`src/rtl/step_motor_ctl.sv`:
```
// step_motor_ctl: per-axis STEP/DIR pulse generator with position/remain tracking
// and 2-flop synchronizers for the zero-point and terminal-point limit sensors.
// Build option: define STEP_MOTOR_LIMIT_STOP_EN to refuse pulses that would drive
// the axis further into an active limit sensor.
module step_motor_ctl #(
  parameter int C_SPEED_DATA_WIDTH  = 32,
  parameter int C_STEP_NUMBER_WIDTH = 16,
  parameter int C_DIR_SETUP         = 4
) (
  input  logic                           clk,
  input  logic                           resetn,
  input  logic                           start,
  input  logic                           stop,
  input  logic [C_SPEED_DATA_WIDTH-1:0]  speed,
  input  logic [C_STEP_NUMBER_WIDTH-1:0] step,
  input  logic                           dir,
  input  logic                           mod_remain,
  input  logic [C_STEP_NUMBER_WIDTH-1:0] new_remain,
  input  logic                           zpsign_raw,
  input  logic                           tpsign_raw,
  output logic                           zpsign,
  output logic                           tpsign,
  output logic                           state,
  output logic [C_STEP_NUMBER_WIDTH-1:0] position,
  output logic [C_STEP_NUMBER_WIDTH-1:0] remain,
  output logic                           motor_step,
  output logic                           motor_dir
);

  localparam int SW = C_SPEED_DATA_WIDTH;
  localparam int NW = C_STEP_NUMBER_WIDTH;
  localparam int CW = (C_DIR_SETUP > 1) ? $clog2(C_DIR_SETUP) : 1;
  localparam logic [CW-1:0] SETUP_LOAD = CW'(C_DIR_SETUP - 1);
  localparam logic [SW-1:0] MIN_PERIOD = SW'(2);

  // state | meaning
  // IDLE  | no move; motor_step low
  // SETUP | DIR settling, setup_cnt counts down to the first pulse
  // RUN   | issuing pulses, cnt walks 0..P-1 within each step period
  typedef enum logic [1:0] {IDLE, SETUP, RUN} state_t;

  state_t          st_q, st_d;
  logic [SW-1:0]   period_q, period_d;
  logic [SW-1:0]   cnt_q, cnt_d;
  logic [CW-1:0]   setup_cnt_q, setup_cnt_d;
  logic [NW-1:0]   position_q, position_d;
  logic [NW-1:0]   remain_q, remain_d;
  logic            dir_q, dir_d;
  logic            motor_step_q, motor_step_d;
  logic [1:0]      zp_sync_q, zp_sync_d;
  logic [1:0]      tp_sync_q, tp_sync_d;

  logic [NW-1:0]   rem_eff;
  logic [SW-1:0]   cnt_nxt;
  logic            blocked;
  logic            issue;

  // Next-state, counters and pulse generation.
  always_comb begin
    st_d          = st_q;
    period_d      = period_q;
    cnt_d         = cnt_q;
    setup_cnt_d   = setup_cnt_q;
    position_d    = position_q;
    remain_d      = remain_q;
    dir_d         = dir_q;
    motor_step_d  = 1'b0;
    zp_sync_d     = {zp_sync_q[0], zpsign_raw};
    tp_sync_d     = {tp_sync_q[0], tpsign_raw};
    issue         = 1'b0;
    cnt_nxt       = cnt_q + SW'(1);
    // An overwrite in this cycle already governs this cycle's issue decision.
    rem_eff       = mod_remain ? new_remain : remain_q;
`ifdef STEP_MOTOR_LIMIT_STOP_EN
    blocked       = dir_q ? tp_sync_q[1] : zp_sync_q[1];
`else
    blocked       = 1'b0;
`endif

    case (st_q)
      IDLE: begin
        if (start && !stop && (step != '0)) begin
          st_d        = SETUP;
          period_d    = (speed < MIN_PERIOD) ? MIN_PERIOD : speed;
          remain_d    = step;
          dir_d       = dir;
          setup_cnt_d = SETUP_LOAD;
        end
      end
      SETUP: begin
        if (stop) begin
          st_d = IDLE;
        end else begin
          remain_d = rem_eff;
          if (rem_eff == '0) begin
            st_d = IDLE;
          end else if (setup_cnt_q == '0) begin
            if (blocked) st_d = IDLE;
            else         issue = 1'b1;
          end else begin
            setup_cnt_d = setup_cnt_q - CW'(1);
          end
        end
      end
      RUN: begin
        if (stop) begin
          st_d = IDLE;
        end else begin
          remain_d = rem_eff;
          if (cnt_q == period_q - SW'(1)) begin
            if ((rem_eff == '0) || blocked) st_d = IDLE;
            else                            issue = 1'b1;
          end else begin
            cnt_d        = cnt_nxt;
            motor_step_d = (cnt_nxt < (period_q >> 1));
          end
        end
      end
      default: st_d = IDLE;
    endcase

    if (issue) begin
      st_d         = RUN;
      cnt_d        = '0;
      motor_step_d = 1'b1;
      position_d   = dir_q ? position_q + NW'(1) : position_q - NW'(1);
      remain_d     = rem_eff - NW'(1);
    end
  end

  // State and datapath registers with synchronous active-low reset.
  always_ff @(posedge clk) begin
    if (!resetn) begin
      st_q         <= IDLE;
      period_q     <= MIN_PERIOD;
      cnt_q        <= '0;
      setup_cnt_q  <= '0;
      position_q   <= '0;
      remain_q     <= '0;
      dir_q        <= 1'b0;
      motor_step_q <= 1'b0;
      zp_sync_q    <= '0;
      tp_sync_q    <= '0;
    end else begin
      st_q         <= st_d;
      period_q     <= period_d;
      cnt_q        <= cnt_d;
      setup_cnt_q  <= setup_cnt_d;
      position_q   <= position_d;
      remain_q     <= remain_d;
      dir_q        <= dir_d;
      motor_step_q <= motor_step_d;
      zp_sync_q    <= zp_sync_d;
      tp_sync_q    <= tp_sync_d;
    end
  end

  assign state      = (st_q != IDLE);
  assign position   = position_q;
  assign remain     = remain_q;
  assign motor_step = motor_step_q;
  assign motor_dir  = dir_q;
  assign zpsign     = zp_sync_q[1];
  assign tpsign     = tp_sync_q[1];

endmodule
```
`config.mk`:
```
export PLATFORM = sky130hd
export DESIGN_NAME = step_motor_ctl
export DESIGN_NICKNAME = d
export VERILOG_FILES = /design/src/rtl/step_motor_ctl.sv
export SDC_FILE = /design/constraint.sdc
export NUM_CORES = 1
export LEC_CHECK = 0
export BUFFER_PORTS_ARGS = -buffer_cell sky130_fd_sc_hd__buf_2
export CORE_ASPECT_RATIO = 0.8
export CORE_MARGIN = 3
export CORE_UTILIZATION = 25
export CTS_CLUSTER_DIAMETER = 80
export CTS_CLUSTER_SIZE = 28
export DETAILED_ROUTE_END_ITERATION = 10
export SLEW_MARGIN = 20
export SYNTH_ARGS = -nofsm -noshare
export SYNTH_HDL_FRONTEND = slang
export SYNTH_SLANG_ARGS = --single-unit
```
`constraint.sdc`:
```
create_clock -name clk -period 13 [get_ports clk]
set_clock_uncertainty 0.15 [all_clocks]
set_input_delay 2.6 -clock clk [delete_from_list [all_inputs] [get_ports clk]]
set_output_delay 2.6 -clock clk [all_outputs]
set_load 0.005 [all_outputs]
```
After elaboration in Yosys (flattened, before gate mapping)
Index checks and enable logic that the tools add are counted. Widths: inputs -> output; s select.

Output and inout port bits: 37. Logic and storage cells: 81. Flip-flop bits (word level): 106.

Add/sub/neg operators: 6. Reduce and logical (&&, ||, !) cells: 18. Bitwise gates (word level): 3. Equality and inequality tests: 11. Mux-type cells: 30. Magnitude comparators: 2.

Operators with widths (number): $mux 16 (5); $add 32x1->32 const B (1); $eq 32x32->1 (1); $lt 32x2->1 const B (1); $lt 32x31->1 (1); $mux 32 (1); $pmux 16 s2 (1); $sub 16x1->16 const B (2); $sub 32x1->32 const B (1); $mux 2 (10); $add 16x1->16 const B (1); $logic_not 16->1 (1); $reduce_bool 16->1 (1); $mux 1 (10); $ne 2x2->1 const B (4); $ne 3x3->1 const B (2); $pmux 2 s3 (1); $reduce_and 2->1 (3); $reduce_and 3->1 (2); $reduce_and 5->1 (1); $logic_not 2->1 (2); $ne 4x4->1 const B (1); $pmux 2 s2 (1); $reduce_bool 2->1 (2); other kinds (10) (14).

Longest topological paths before layout
Depth after elaboration: 8. Gate-level depth with buffers: 18. Gate-level depth less buffers: 18.

Worst setup path before layout
OpenSTA, ideal clock, no wires.

Path kind: input to register. Start: input port mod_remain. End: register remain_q[13] (netlist: remain[13]). Buffers on the path: 5. Setup time: 0.093 ns. Setup slack: 6.785 ns. Required time: 12.757 ns. Stages: 14. Arrival time: 5.972 ns. Cell sequence: clkbuf_1 buf_2 buf_1 clkbuf_1 mux2i_1 ha_1 o21a_1 o21a_1 a41oi_1 nand2_1 clkbuf_1 a21oi_1 nand3_1 o32ai_1.

Cells in the longest elaborated chain, start to end: 8. Elaborated cells between the ends (all ways): 16. Those cells by class: add/sub (1); eq/ne (2); mux (10); reduce/logical (3).

RTL lines: start, declared (line 17) `input logic mod_remain,`; $mux 16 * (line 73) `rem_eff = mod_remain ? new_remain : remain_q;`; $logic_not 16->1 (line 95, 111); $mux 1 (line 111) `if ((rem_eff == '0) || blocked) st_d = IDLE;`; $mux 1 (line 110) `if (cnt_q == period_q - SW'(1)) begin`; $mux 1 (line 106) `if (stop) begin`; $pmux 1 s2 (line 80) `case (st_q)`; $ne 3x2->1 (no source line) (tied with other cells); $reduce_and 3->1 (no source line); end signal, assigned (line 150) `remain_q <= remain_d;`; end, declared (line 47) `logic [NW-1:0] remain_q, remain_d;`.

Mark *: on every way between the ends. The rest lies on a longest branch, timed or not. The select of a mux whose other input is x is not followed. A chain may end at the register's enable or synchronous reset.

Worst setup path after layout
Start: input port mod_remain. End: register remain_q[11] (netlist: remain[11]).

Same word-level chain as after synthesis.

==> impl_metrics.yaml <==
final_layout:
  share_of_layout_cells_above_drive_strength_1_pct: 13.5
  finish.net_count: 1300
  final-instance-count-excl-fill: 1607
  utilization_pct: 29.2
  antenna-diode-count: 0
  area.growth.synth_to_final_pct: 13.9
floorplanning:
  boundaryPins: 109
  die-width_um: 211
  core_area_mm2: 0.0329
  floorplan.initialDensity_pct: 25.6
  vertical_extent_of_the_die_um: 170
  fp.dieArea_mm2: 0.0360
  rows: 59
clocking:
  htreeDepth: 3
  cts_max_path_buffers: 2
  cts.repair_timing.setup_buffer_count: 0
  numCtsBuffers: 9
  cts_repair_resize_count: 0
  ctsRootBufferMaster: "clkbuf_16"
  post_cts_hold_buffer_count: 0
  clock_tree_from_tritoncts: "done"
  clk-insertion-delay-late_ns: 0.37
  clkSlewWorstSetupHoldPaths_ns: 0.08
  tritoncts_num_sinks: 106
logic_synthesis:
  post-synth-top-area-cell: "dfxtp_1"
  yosys_most_used_dff: "dfxtp_1"
  async_flop_share_pct: 0
  netlist_area_mm2: 0.00844
  synth-warning-count: 0
  synthTopCellsByArea: "dfxtp_1 25%, ha_1 7.7%, a21oi_1 6.3%"
  synth-seq-area-share_pct: 25.2
  synth.net_count: 1238
  yosys.area.top_type_share_pct: 25.2
  synth-edff-count: 0
  synth_seq_cells: 106
  synth.avg_cell_area_um2: 7.58
  cell_count_after_synthesis: 1113
  yosysUniqueCellTypes: 74
placed_design:
  place.detailed.hpwl_um: 21100
  place_congestion: 0.945
  place.detailed.instances: 1591
  numPortBuffers: 108
grt:
  overflow: 0
  global_route_wire_length_before_repair_um: 44400
  grt_max_degree: 54
  vias_in_the_first_global_route: 7987
  met3_usage_pct: 3.56
  grt_use_met1_pct: 24.1
  grt.met2_usage_pct: 20.9
  antenna_found_initial: 0
  most_utilized_layer_in_the_global_route_result: "met1"
  grt_util_all_layers_pct: 15.2
timing:
  rsz_0062_raised_after_global_routing: "false"
  pins_over_slew_limit: 0
  finalSetupViolCount: 0
  period_minus_slack_ns: 6.49
  timing_hold_violations_final: 0
  finalCritPeriodShare_pct: 50.0
  setup-tns-final_ns: 0
  achievable-frequency_mhz: 154
  max_slew.worst_pin.slew_ns: 1.01
  slew_headroom_pct: 32.3
setup_path:
  critPathMaxStageDelay_ns: 0.82
  path_cells: "buf_2 > mux2i_1 > ha_1 > o21a_1 > o21a_1 > a41oi_1 > buf_4 > and2_1 > nand4_1 > nor3_1 > o21ai_0 > a41o_1"
  timing.setup.critical_path_class: "in2reg"
  required_ns: 13.12
  timing.critical_path.max_delay_family: "simple AND/OR/NAND/NOR gates"
  timing.critical_path.to_type: "register"
  worstPathMaxFanout: 38
  crit_arrival_ns: 6.61
  critical_path_cell_with_the_highest_stage_delay: "and2_1"
  worst_setup_path_start_kind: "input port"
  critPathBufInv: 2
  path_common_cell: "o21a_1"
power:
  p_leak_nw: 3.70
  powerDensity_mw_per_mm2: 86.7
  post_layout_total_power_mw: 0.833
  worst_ir_drop_vdd_mv: 0.0561
routing:
  detail_route.first_pass.iterations: 5
  post_detailed_route_count_of_antenna_violating_nets: 0
  routedWlPerCell_um: 17.2
  drt_first_iter_violations: 775
  route.final.wire_length_um: 27600
  detail_route.vias_per_cell: 5.31
  detailroute.via_count: 8532
  drcViolationCount: 0
status:
  run_status: "finished clean"
worst_hold_path:
  hold_path.class: "reg2reg"
run:
  drv.max_cap_violation_count: 0
## cell families after synthesis
kind of cell | synth area share, %
compound gates | 23.2
xor+xnor | 9.97
fa+ha+maj | 7.95
buf+inv | 6.01
flops | 25.2
mux | 1.93
simple gates | 25.8
## routing by layer
layer	vias up	routed length, um
met2	282	10700
met5	-	0
met1	4051	14500
met4	0	258
met3	15	2140
li1	4184	-
## report_power, final
part           switching (mW)  internal, mW  total, mW
sequential             0.0178         0.336      0.354
clock                   0.147         0.136      0.283
combinational           0.124        0.0723      0.196
total                   0.288         0.544      0.833
## state kept, by name, indices dropped and copies added, names as in the netlist
name	count
remain	16
position	16
tp_sync_q	2
setup_cnt_q	2
cnt_q	32
motor_dir	1
st_q	2
motor_step	1
period_q	32
zp_sync_q	2
## Yosys cell counts (all sizes together) (11+ instances only)
| library cell | number |
|---|---|
| nor3 | 36 |
| and3 | 17 |
| a21oi | 106 |
| nand2 | 111 |
| buf | 17 |
| or3 | 26 |
| clkbuf | 50 |
| nand3 | 38 |
| nor4 | 28 |
| inv | 58 |
| a21o | 14 |
| ha | 52 |
| mux2i | 14 |
| xor2 | 39 |
| nor2b | 11 |
| dfxtp | 106 |
| o211ai | 15 |
| nand4 | 29 |
| o21ai | 70 |
| nor2 | 59 |
| xnor2 | 57 |
| and2 | 21 |
## layout make-up
cell class	count	area, um^2
Inverter	60	225
Sequential cell	106	2120
Clock inverter	7	68.8
Clock buffer	9	225
Tap cell	427	534
Timing Repair Buffer	118	616
Multi-Input combinational cell	880	5820
Fill cell	3611	23300
## metrics by stage
| step | area (um^2) | setup slack, ns | hold slack (ns) |
|---|---|---|---|
| detailed placement | 9310 | 6.25 | 0.270 |
| floorplan | 8440 | 6.79 | 0.262 |
| finish | 9610 | 6.51 | 0.285 |
| global placement | 9310 | 6.37 | 0.272 |
| global route | 9610 | 6.37 | 0.324 |
| CTS | 9610 | 6.62 | 0.288 |
## path summary, 6_finish.rpt
path                                    from            to  slack (ns)  cells past startpoint
worst max-delay path              mod_remain    remain[11]        6.51                     12
worst min-delay path            tp_sync_q[0]  tp_sync_q[1]        0.29                      1
worst max register to register      cnt_q[0]    motor_step        8.25                     17
worst min register to register  tp_sync_q[0]  tp_sync_q[1]        0.29                      1
## layout by cell type (no fill, tap or decap), types with 4 or more instances in the layout
cell	Yosys	layout
nand2_1	111	111
buf_2	12	108
dfxtp_1	106	106
a21oi_1	106	105
nor2_1	59	59
inv_1	58	58
xnor2_1	57	57
ha_1	52	52
o21ai_0	50	50
xor2_1	39	39
nand3_1	37	37
nor3_1	34	34
nand4_1	29	29
or3_1	26	26
and2_1	21	21
nor4_1	21	21
and3_1	17	17
o21ai_1	18	17
o211ai_1	15	15
mux2i_1	14	14
a21o_1	14	14
a31oi_1	10	10
nor2b_1	11	10
o32ai_1	10	10
buf_4	0	10
clkbuf_16	0	9
o31ai_1	8	8
a41oi_1	8	8
a211oi_1	8	8
o21a_1	8	8
nor3b_1	7	7
or4_1	6	6
nand2b_1	6	6
a2111oi_0	6	6
and4_1	4	4
nor4_2	4	4
a221oi_1	4	4
nand3b_1	4	4
Power figures use the tool's default switching activity.
